===== src/rtl/mips_loader_pkg.sv =====
// Shared constants for the instruction loader and the instruction memory.
// Holds the FSM state encoding, the HALT opcode and the opcode field position.
// The CKSUM state exists only when INSTRUCTION_LOADER_CHECKSUM_EN is defined.
package mips_loader_pkg;

    // Opcode occupies the top OPCODE_W bits of every instruction word.
    localparam int          OPCODE_W    = 6;
    localparam int          OPCODE_MSB  = 31;
    localparam int          OPCODE_LSB  = OPCODE_MSB - OPCODE_W + 1;
    localparam logic [5:0]  HALT_OPCODE = 6'b111111;

    typedef enum logic [2:0] {
        ST_IDLE  = 3'd0,
        ST_RECV  = 3'd1,
        ST_SETUP = 3'd2,
        ST_WRITE = 3'd3,
        ST_NEXT  = 3'd4,
        ST_DONE  = 3'd5
`ifdef INSTRUCTION_LOADER_CHECKSUM_EN
        ,
        ST_CKSUM = 3'd6
`endif
    } state_e;

    // True when the opcode field of an instruction is the HALT opcode.
    function automatic logic is_halt(input logic [OPCODE_W-1:0] opcode);
        return opcode == HALT_OPCODE;
    endfunction

endpackage


===== src/rtl/word_assembler.sv =====
// Packs incoming bytes MSB first into a word.
// word_next_o is the word as it will look after the current shift, so the
// caller can capture a completed word in the same cycle the last byte lands.
module word_assembler #(
    parameter int LEN_DATA = 32,
    parameter int LEN_BYTE = 8
) (
    input  logic                clk,
    input  logic                reset,
    input  logic                clear_i,
    input  logic                shift_i,
    input  logic [LEN_BYTE-1:0] byte_i,
    output logic [LEN_DATA-1:0] word_next_o,
    output logic                word_valid_o
);

    localparam int BYTES = LEN_DATA / LEN_BYTE;
    localparam int CNT_W = (BYTES > 1) ? $clog2(BYTES) : 1;

    logic [LEN_DATA-1:0] word_q;
    logic [CNT_W-1:0]    cnt_q;

    assign word_next_o  = {word_q[LEN_DATA-LEN_BYTE-1:0], byte_i};
    assign word_valid_o = shift_i && (cnt_q == CNT_W'(BYTES - 1));

    // Shift register and byte counter; the counter rolls over on a full word.
    always_ff @(posedge clk or negedge reset) begin
        if (!reset) begin
            word_q <= '0;
            cnt_q  <= '0;
        end else if (clear_i) begin
            word_q <= '0;
            cnt_q  <= '0;
        end else if (shift_i) begin
            word_q <= word_next_o;
            cnt_q  <= word_valid_o ? '0 : cnt_q + 1'b1;
        end
    end

endmodule


===== src/rtl/instruction_loader.sv =====
// Write-side master for the instruction memory: turns the UART byte stream
// into 32-bit instructions and writes them from address 0 upward until HALT
// or memory full. Optional macro INSTRUCTION_LOADER_CHECKSUM_EN adds a
// trailing XOR checksum byte after the HALT word.
module instruction_loader
    import mips_loader_pkg::*;
#(
    parameter int len_addr  = 7,
    parameter int len_data  = 32,
    parameter int ram_depth = 128,
    parameter int len_byte  = 8
) (
    input  logic                clk,
    input  logic                reset,
    input  logic                start,
    input  logic                rx_done,
    input  logic [len_byte-1:0] rx_data,
    output logic                Wr,
    output logic [len_addr-1:0] Addr,
    output logic [len_data-1:0] In_Data,
    output logic                busy,
    output logic                load_done,
    output logic                error
);

    localparam logic [len_addr-1:0] LAST_ADDR = len_addr'(ram_depth - 1);

    state_e              state_q, state_d;
    logic                wr_q, wr_d;
    logic [len_addr-1:0] addr_q, addr_d;
    logic [len_data-1:0] data_q, data_d;
    logic                done_q, done_d;
    logic                err_q, err_d;
`ifdef INSTRUCTION_LOADER_CHECKSUM_EN
    logic [len_byte-1:0] xor_q, xor_d;
`endif

    logic                asm_clear, asm_shift, asm_valid;
    logic [len_data-1:0] asm_word_next;

    word_assembler #(
        .LEN_DATA (len_data),
        .LEN_BYTE (len_byte)
    ) u_asm (
        .clk          (clk),
        .reset        (reset),
        .clear_i      (asm_clear),
        .shift_i      (asm_shift),
        .byte_i       (rx_data),
        .word_next_o  (asm_word_next),
        .word_valid_o (asm_valid)
    );

    assign Wr        = wr_q;
    assign Addr      = addr_q;
    assign In_Data   = data_q;
    assign load_done = done_q;
    assign error     = err_q;
    assign busy      = (state_q != ST_IDLE) && (state_q != ST_DONE);

    // State and output registers; everything clears asynchronously.
    always_ff @(posedge clk or negedge reset) begin
        if (!reset) begin
            state_q <= ST_IDLE;
            wr_q    <= 1'b0;
            addr_q  <= '0;
            data_q  <= '0;
            done_q  <= 1'b0;
            err_q   <= 1'b0;
`ifdef INSTRUCTION_LOADER_CHECKSUM_EN
            xor_q   <= '0;
`endif
        end else begin
            state_q <= state_d;
            wr_q    <= wr_d;
            addr_q  <= addr_d;
            data_q  <= data_d;
            done_q  <= done_d;
            err_q   <= err_d;
`ifdef INSTRUCTION_LOADER_CHECKSUM_EN
            xor_q   <= xor_d;
`endif
        end
    end

    // Next-state and output logic. In_Data is captured on the edge that
    // completes the word, so it is already stable the cycle before Wr rises.
    always_comb begin
        state_d   = state_q;
        wr_d      = 1'b0;
        addr_d    = addr_q;
        data_d    = data_q;
        done_d    = done_q;
        err_d     = err_q;
        asm_clear = 1'b0;
        asm_shift = 1'b0;
`ifdef INSTRUCTION_LOADER_CHECKSUM_EN
        xor_d     = xor_q;
`endif

        case (state_q)
            ST_IDLE, ST_DONE: begin
                if (start) begin
                    state_d   = ST_RECV;
                    addr_d    = '0;
                    done_d    = 1'b0;
                    err_d     = 1'b0;
                    asm_clear = 1'b1;
`ifdef INSTRUCTION_LOADER_CHECKSUM_EN
                    xor_d     = '0;
`endif
                end
            end
            ST_RECV: begin
                if (rx_done) begin
                    asm_shift = 1'b1;
`ifdef INSTRUCTION_LOADER_CHECKSUM_EN
                    xor_d     = xor_q ^ rx_data;
`endif
                    if (asm_valid) begin
                        data_d  = asm_word_next;
                        state_d = ST_SETUP;
                    end
                end
            end
            ST_SETUP: begin
                wr_d    = 1'b1;
                state_d = ST_WRITE;
            end
            ST_WRITE: begin
                state_d = ST_NEXT;
            end
            ST_NEXT: begin
                if (is_halt(data_q[len_data-1 -: OPCODE_W])) begin
`ifdef INSTRUCTION_LOADER_CHECKSUM_EN
                    state_d = ST_CKSUM;
`else
                    state_d = ST_DONE;
                    done_d  = 1'b1;
                    err_d   = 1'b0;
`endif
                end else if (addr_q == LAST_ADDR) begin
                    state_d = ST_DONE;
                    done_d  = 1'b1;
                    err_d   = 1'b1;
                end else begin
                    addr_d    = addr_q + 1'b1;
                    asm_clear = 1'b1;
                    state_d   = ST_RECV;
                end
            end
`ifdef INSTRUCTION_LOADER_CHECKSUM_EN
            ST_CKSUM: begin
                if (rx_done) begin
                    state_d = ST_DONE;
                    done_d  = 1'b1;
                    err_d   = (rx_data != xor_q);
                end
            end
`endif
            default: begin
                state_d = ST_IDLE;
            end
        endcase
    end

endmodule


===== config.mk =====
export PLATFORM = sky130hd
export DESIGN_NAME = instruction_loader
export DESIGN_NICKNAME = d
export VERILOG_FILES = /design/src/rtl/mips_loader_pkg.sv /design/src/rtl/word_assembler.sv /design/src/rtl/instruction_loader.sv
export SDC_FILE = /design/constraint.sdc
export NUM_CORES = 1
export LEC_CHECK = 0
export CAP_MARGIN = 20
export CORE_MARGIN = 5
export CORE_UTILIZATION = 28
export CTS_CLUSTER_DIAMETER = 100
export CTS_CLUSTER_SIZE = 30
export DETAILED_ROUTE_END_ITERATION = 8
export PLACE_DENSITY = 0.48
export SETUP_SLACK_MARGIN = 0.5
export SYNTH_ARGS = -nofsm -noshare
export SYNTH_HDL_FRONTEND = slang
export SYNTH_SLANG_ARGS = --single-unit

===== constraint.sdc =====
create_clock -name clk -period 2.1 [get_ports clk]
set_input_delay 0.63 -clock clk [delete_from_list [all_inputs] [get_ports clk]]
set_output_delay 0.63 -clock clk [all_outputs]
set_load 0.01 [all_outputs]

; Yosys cells after proc, flatten, opt, wreduce, memory -nomap -nowiden
; Index checks and enable logic that the tools add are counted.
; Widths: inputs -> output; s select.
[totals]
regBits = 71
word_cells = 64
[classes]
mux = 28
n_eq_ne = 15
n_addsub = 2
reduce_logical = 11
[ops]
columns = cell, n
row1 = $mux 24, 2
row2 = $mux 7, 3
row3 = $mux 3, 5
row4 = $pmux 3 s5, 1
row5 = $pmux 7 s2, 1
row6 = $mux 1, 10
row7 = $reduce_and 3->1, 3
row8 = $ne 2x2->1 const B, 4
row9 = $add 7x1->7 const B, 1
row10 = $eq 7x7->1 const B, 1
row11 = $eq 3x2->1 const B, 2
row12 = $eq 3x3->1 const B, 2
row13 = $eq 6x6->1 const B, 1
row14 = $mux 2, 3
row15 = $ne 3x3->1 const B, 2
row16 = $pmux 1 s2, 3
row17 = $reduce_and 4->1, 1
row18 = $reduce_bool 2->1, 2
row19 = $eq 3x1->1 const B, 1
row20 = $logic_not 3->1, 1
row21 = $reduce_bool 3->1, 1
row22 = $add 2x1->2 const B, 1
row23 = $eq 2x2->1 const B, 1
row24 = $logic_and 1x1->1, 2
row25 = 2 further kinds, 2

; Longest topological paths before layout
[depth]
ltp_word = 6
ltp_mapped = 6

; Cells and area by module
; Synthesis repeated with hierarchy kept, for this count alone.
[unflattened]
cells_unflattened = 242
area_unflattened_um2 = 3243.1
[modules_own_cells]
columns = module, area_each_um2, cells_per_inst, seq_area_each_um2, n_inst
row1 = instruction_loader, 2089.5, 148, 1126.1, 1
row2 = word_assembler, 1153.6, 94, 650.6, 1

; Worst setup path before layout
; Ideal clock, no wire load.
[synth_timing]
kind = in2reg
from = in rx_done
to = reg data_q[1], in the netlist In_Data[1]
setup_time_ns = 0.125
required_time_ns = 1.975
setup_slack_ns = 0.442
stages = 4
t_arrival_ns = 1.533
cell_sequence = nand3_1 nor3_2 buf_2 mux2_2
[synth_between]
elab_chain_len = 4
[synth_lines]
columns = item, line
row1 = "start, declared", instruction_loader.sv:16  ; input logic rx_done,
row2 = $mux 1, instruction_loader.sv:115  ; if (rx_done) begin
row3 = $mux 1, instruction_loader.sv:101  ; case (state_q)
row4 = $logic_and 1x1->1, word_assembler.sv:24  ; assign word_valid_o = shift_i && (cnt_q == CNT_W'(BYTES - 1));
row5 = $reduce_and 3->1 (no source line) (*), n/a
row6 = "end signal, assigned", instruction_loader.sv:77  ; data_q <= data_d;
row7 = "end, declared", instruction_loader.sv:31  ; logic [len_data-1:0] data_q, data_d;
; Mark *: on every way between the ends. The rest lies on a longest branch, timed or not.
; A chain may end at the register's enable or synchronous reset.

; Worst setup path in the final report
[layout_timing]
from = reg state_q[2]
to = out busy
[layout_between]
elab_chain_len = 2
elab_cells_between_ends = 3
[layout_lines]
columns = item, line
row1 = "start, declared", instruction_loader.sv:28  ; state_e state_q, state_d;
row2 = "start signal, assigned", instruction_loader.sv:74  ; state_q <= state_d;
row3 = $ne 3x3->1 / $reduce_bool 3->1 (equally long branches), instruction_loader.sv:59  ; assign busy = (state_q != ST_IDLE) && (state_q != ST_DONE);
row4 = $logic_and 1x1->1 (*), instruction_loader.sv:59
row5 = "end, declared", instruction_loader.sv:21  ; output logic busy,
; Marked as above.

==> impl_metrics.json <==
{
  "run_status": "finished clean",
  "globalRouteOverflowTotal": 0,
  "path_clk_slew_ns": 0.08,
  "die_height_um": 115,
  "die_area_mm2": 0.0132,
  "synth-async-reset-ratio_pct": 100,
  "gp_congestion": 0.707,
  "initialDrtViolationCount": 74,
  "grt_first_pass_wirelength_um": 13400,
  "placeable_core_region_mm2": 0.0108,
  "syn_nets": 278,
  "ant_diodes": 0,
  "worst_ep_arrival_time_ns": 1.15,
  "cellPowerDensity_mw_per_mm2": 1340,
  "timing.final.setup_violations": 0,
  "report.final.hold_viol_count": 0,
  "postRouteWirelength_um": 8080,
  "finalCritPeriodShare_pct": 84.7,
  "antenna_violations_before_repair": 0,
  "dp_hpwl_um": 4550,
  "irDropWorstVdd_uv": 541,
  "place.port_buffers": 54,
  "initial_core_util_pct": 28.5,
  "critical_path.max_fanout": 2,
  "timing.slew.headroom_pct": 69.7,
  "ys_ff_latch": 71,
  "rr_worst_depth": 7,
  "yosysMostFrequentCell": "sky130_fd_sc_hd__dfrtp_1",
  "syn_avg_cell_area_um2": 11.7,
  "worst_reg2reg_startpoint": "state_q[0]",
  "yosys_warnings": 0,
  "power_leakage_nw": 2.06,
  "critical_path_required_ns": 1.47,
  "postLayoutSetupSlackWorst_ns": 0.321,
  "synth.top_cells.by_area": "sky130_fd_sc_hd__dfrtp_1 (57%), sky130_fd_sc_hd__mux2_2 (11%), sky130_fd_sc_hd__a22oi_1 (6.3%), sky130_fd_sc_hd__o21ai_0 (4.2%), sky130_fd_sc_hd__inv_1 (3.6%)",
  "drt-pass1-iter-count": 4,
  "fin_crit_ns": 1.78,
  "top_level_ports": 55,
  "finalCoreUtilization_pct": 40.7,
  "pin_count_of_the_biggest_net_entering_global_routing": 40,
  "synth_seq_area_share_pct": 57.5,
  "floorplan.rows": 38,
  "final-max-slew-violation-count": 0,
  "postRouteAntennaNets": 0,
  "cts_root_buf": "sky130_fd_sc_hd__clkbuf_8",
  "cap_viol_max_count": 0,
  "synth-edff-count": 0,
  "m1WireLength_um": 3770,
  "post-synth-top-area-fraction_pct": 57.5,
  "place_worst_setup_slack_ns": -0.123,
  "via_per_inst": 4.68,
  "min_path_type": "in2async",
  "skew_ns": 0.00853,
  "area_delta_synth_final_pct": 42.6,
  "critPathCaptureType": "output port",
  "cts.path.max_buffers": 2,
  "synth.top_cells.by_count": "sky130_fd_sc_hd__dfrtp_1 (71), sky130_fd_sc_hd__inv_1 (30), sky130_fd_sc_hd__mux2_2 (30), sky130_fd_sc_hd__a22oi_1 (26), sky130_fd_sc_hd__o21ai_0 (26)",
  "timing.fmax_ghz": 0.562,
  "clock_tree.htree_level_count": 3,
  "synth_cell_type_count": 41,
  "cts_buffers": 9,
  "fraction_of_final_layout_cells_with_drive_strength_greater_than_1_pct": 43.9,
  "crit_path_top_delay_cell": "sky130_fd_sc_hd__dfrtp_1",
  "critical_path.top_delay_family": "flip-flops",
  "worst_slew_pin_slew_ns": 0.454,
  "synth.largest_area_cell": "sky130_fd_sc_hd__dfrtp_1",
  "post_layout_net_count": 380,
  "postSynth.topFlopCell": "sky130_fd_sc_hd__dfrtp_1",
  "startpoint_type": "flop",
  "cts-hold-fix-buffers": 0,
  "die_width_um": 115,
  "timing.critical_path.cells": "xnor2_2 > nand2_1 > buf_2",
  "globalRouteTotalUtil_pct": 12.9,
  "rsz0062_at_grt": "yes",
  "via_count": 2390,
  "grt_pass1_vias": 2566,
  "clkSinkCount": 71,
  "worst_skew_pair.late_latency_ns": 0.34,
  "path_class": "reg2out",
  "critical_path.n_buffers_inverters": 1,
  "dpl-instance-area_mm2": 0.00387,
  "netlist_area_mm2": 0.00309,
  "cts_tree": "built",
  "fill_cells": 1081,
  "drc": 0,
  "stdcell_area_mm2": 0.00441,
  "syn-instance-count": 264,
  "topRoutingLayerUsed": "met4",
  "wl_per_cell_um": 15.8,
  "regToRegEndpoint": "In_Data[15]",
  "worst_path_largest_cell_delay_ns": 0.41,
  "route.met3.wl_um": 439,
  "worst_r2r_setup_slack_ns": 0.32,
  "wl_met2_um": 3830
}
per-stage QoR:
step,hold WS (ns),power (mW),std cells,setup TNS (ns)
detailed placement,0.486,4.36,456,-3.48
global route,0.242,6.34,511,0
floorplan,0.334,3.32,264,0
CTS,0.232,5.94,507,0
finish,0.222,5.90,511,0
global placement,0.481,4.33,456,-2.98
sequential cells by signal (all words and copies together) (netlist names):
name,count
load_done,1
state_q,3
u_asm.word_q,24
Addr,7
In_Data,32
error,1
Wr,1
u_asm.cnt_q,2
routing by layer:
layer	global-route usage, %	up-vias
met4	2.58	0
met3	4.58	7
li1	-	1155
met2	20.7	57
met1	17.0	1171
met5	0	-
cells by family (layout without fill, tap and decap cells):
family | Yosys count | in the layout | share of synthesized area (%)
compound gates | 70 | 70 | 14.6
flops | 71 | 71 | 57.5
buf+inv | 44 | 151 | 6.27
xor+xnor | 1 | 1 | 0.283
mux | 35 | 35 | 12.6
simple gates | 40 | 40 | 7.65
fa+ha+maj | 3 | 3 | 1.13
layout by cell type, fill, tap and decap left out, types with 2 or more instances in the layout:
cell type                         instances
sky130_fd_sc_hd__buf_16                   4
sky130_fd_sc_hd__buf_6                    5
sky130_fd_sc_hd__buf_2                   39
sky130_fd_sc_hd__clkbuf_2                 4
sky130_fd_sc_hd__a22oi_1                 26
sky130_fd_sc_hd__mux2_2                  30
sky130_fd_sc_hd__mux2_1                   2
sky130_fd_sc_hd__o21ai_1                 10
sky130_fd_sc_hd__a21oi_1                  5
sky130_fd_sc_hd__mux2i_1                  3
sky130_fd_sc_hd__buf_4                   34
sky130_fd_sc_hd__nand3_1                  3
sky130_fd_sc_hd__nand2_1                  9
sky130_fd_sc_hd__nor3_4                   3
sky130_fd_sc_hd__dfrtp_1                 71
sky130_fd_sc_hd__nor3_1                   3
sky130_fd_sc_hd__nor2_1                   6
sky130_fd_sc_hd__and3_1                   3
sky130_fd_sc_hd__inv_1                   30
sky130_fd_sc_hd__o21ai_0                  8
sky130_fd_sc_hd__nand4_1                  2
sky130_fd_sc_hd__clkdlybuf4s50_1          8
sky130_fd_sc_hd__clkinvlp_4               3
sky130_fd_sc_hd__o31ai_1                  3
sky130_fd_sc_hd__clkbuf_8                 9
sky130_fd_sc_hd__o21ai_2                 10
sky130_fd_sc_hd__buf_12                   6
what timing repair did:
item | in CTS | in global routing
endpoints found under the setup margin | 105 | 77
pin swaps | 7 | 5
setup buffers | 30 | 4
cloned | 5 | 0
resized for setup | 201 | 23
worst max path at each step:
stage               start         endpoint  depth (start not counted)
2_1_floorplan     rx_done       In_Data[1]                          4
3_3_place_gp      rx_done  u_asm.word_q[5]                          7
3_5_place_dp      rx_done  u_asm.word_q[2]                          7
4_1_cts        state_q[0]             busy                          3
5_1_grt        state_q[2]             busy                          3
6_report       state_q[2]             busy                          3
report_power, final:
group	internal [mW]	switching, mW
Combinational	1.36	1.21
Sequential	1.88	0.365
Clock	0.555	0.539
area by class of cell:
cell class,count,area (um^2),share of cell area (%)
Sequential cell,71,1780,40.3
Clock inverter,6,70.1,1.59
Inverter,31,116,2.64
Timing Repair Buffer,104,903,20.5
Tap cell,140,175,3.97
Clock buffer,10,128,2.89
Multi-Input combinational cell,149,1240,28.1
Note: power is estimated with default switching activity, not from simulation.
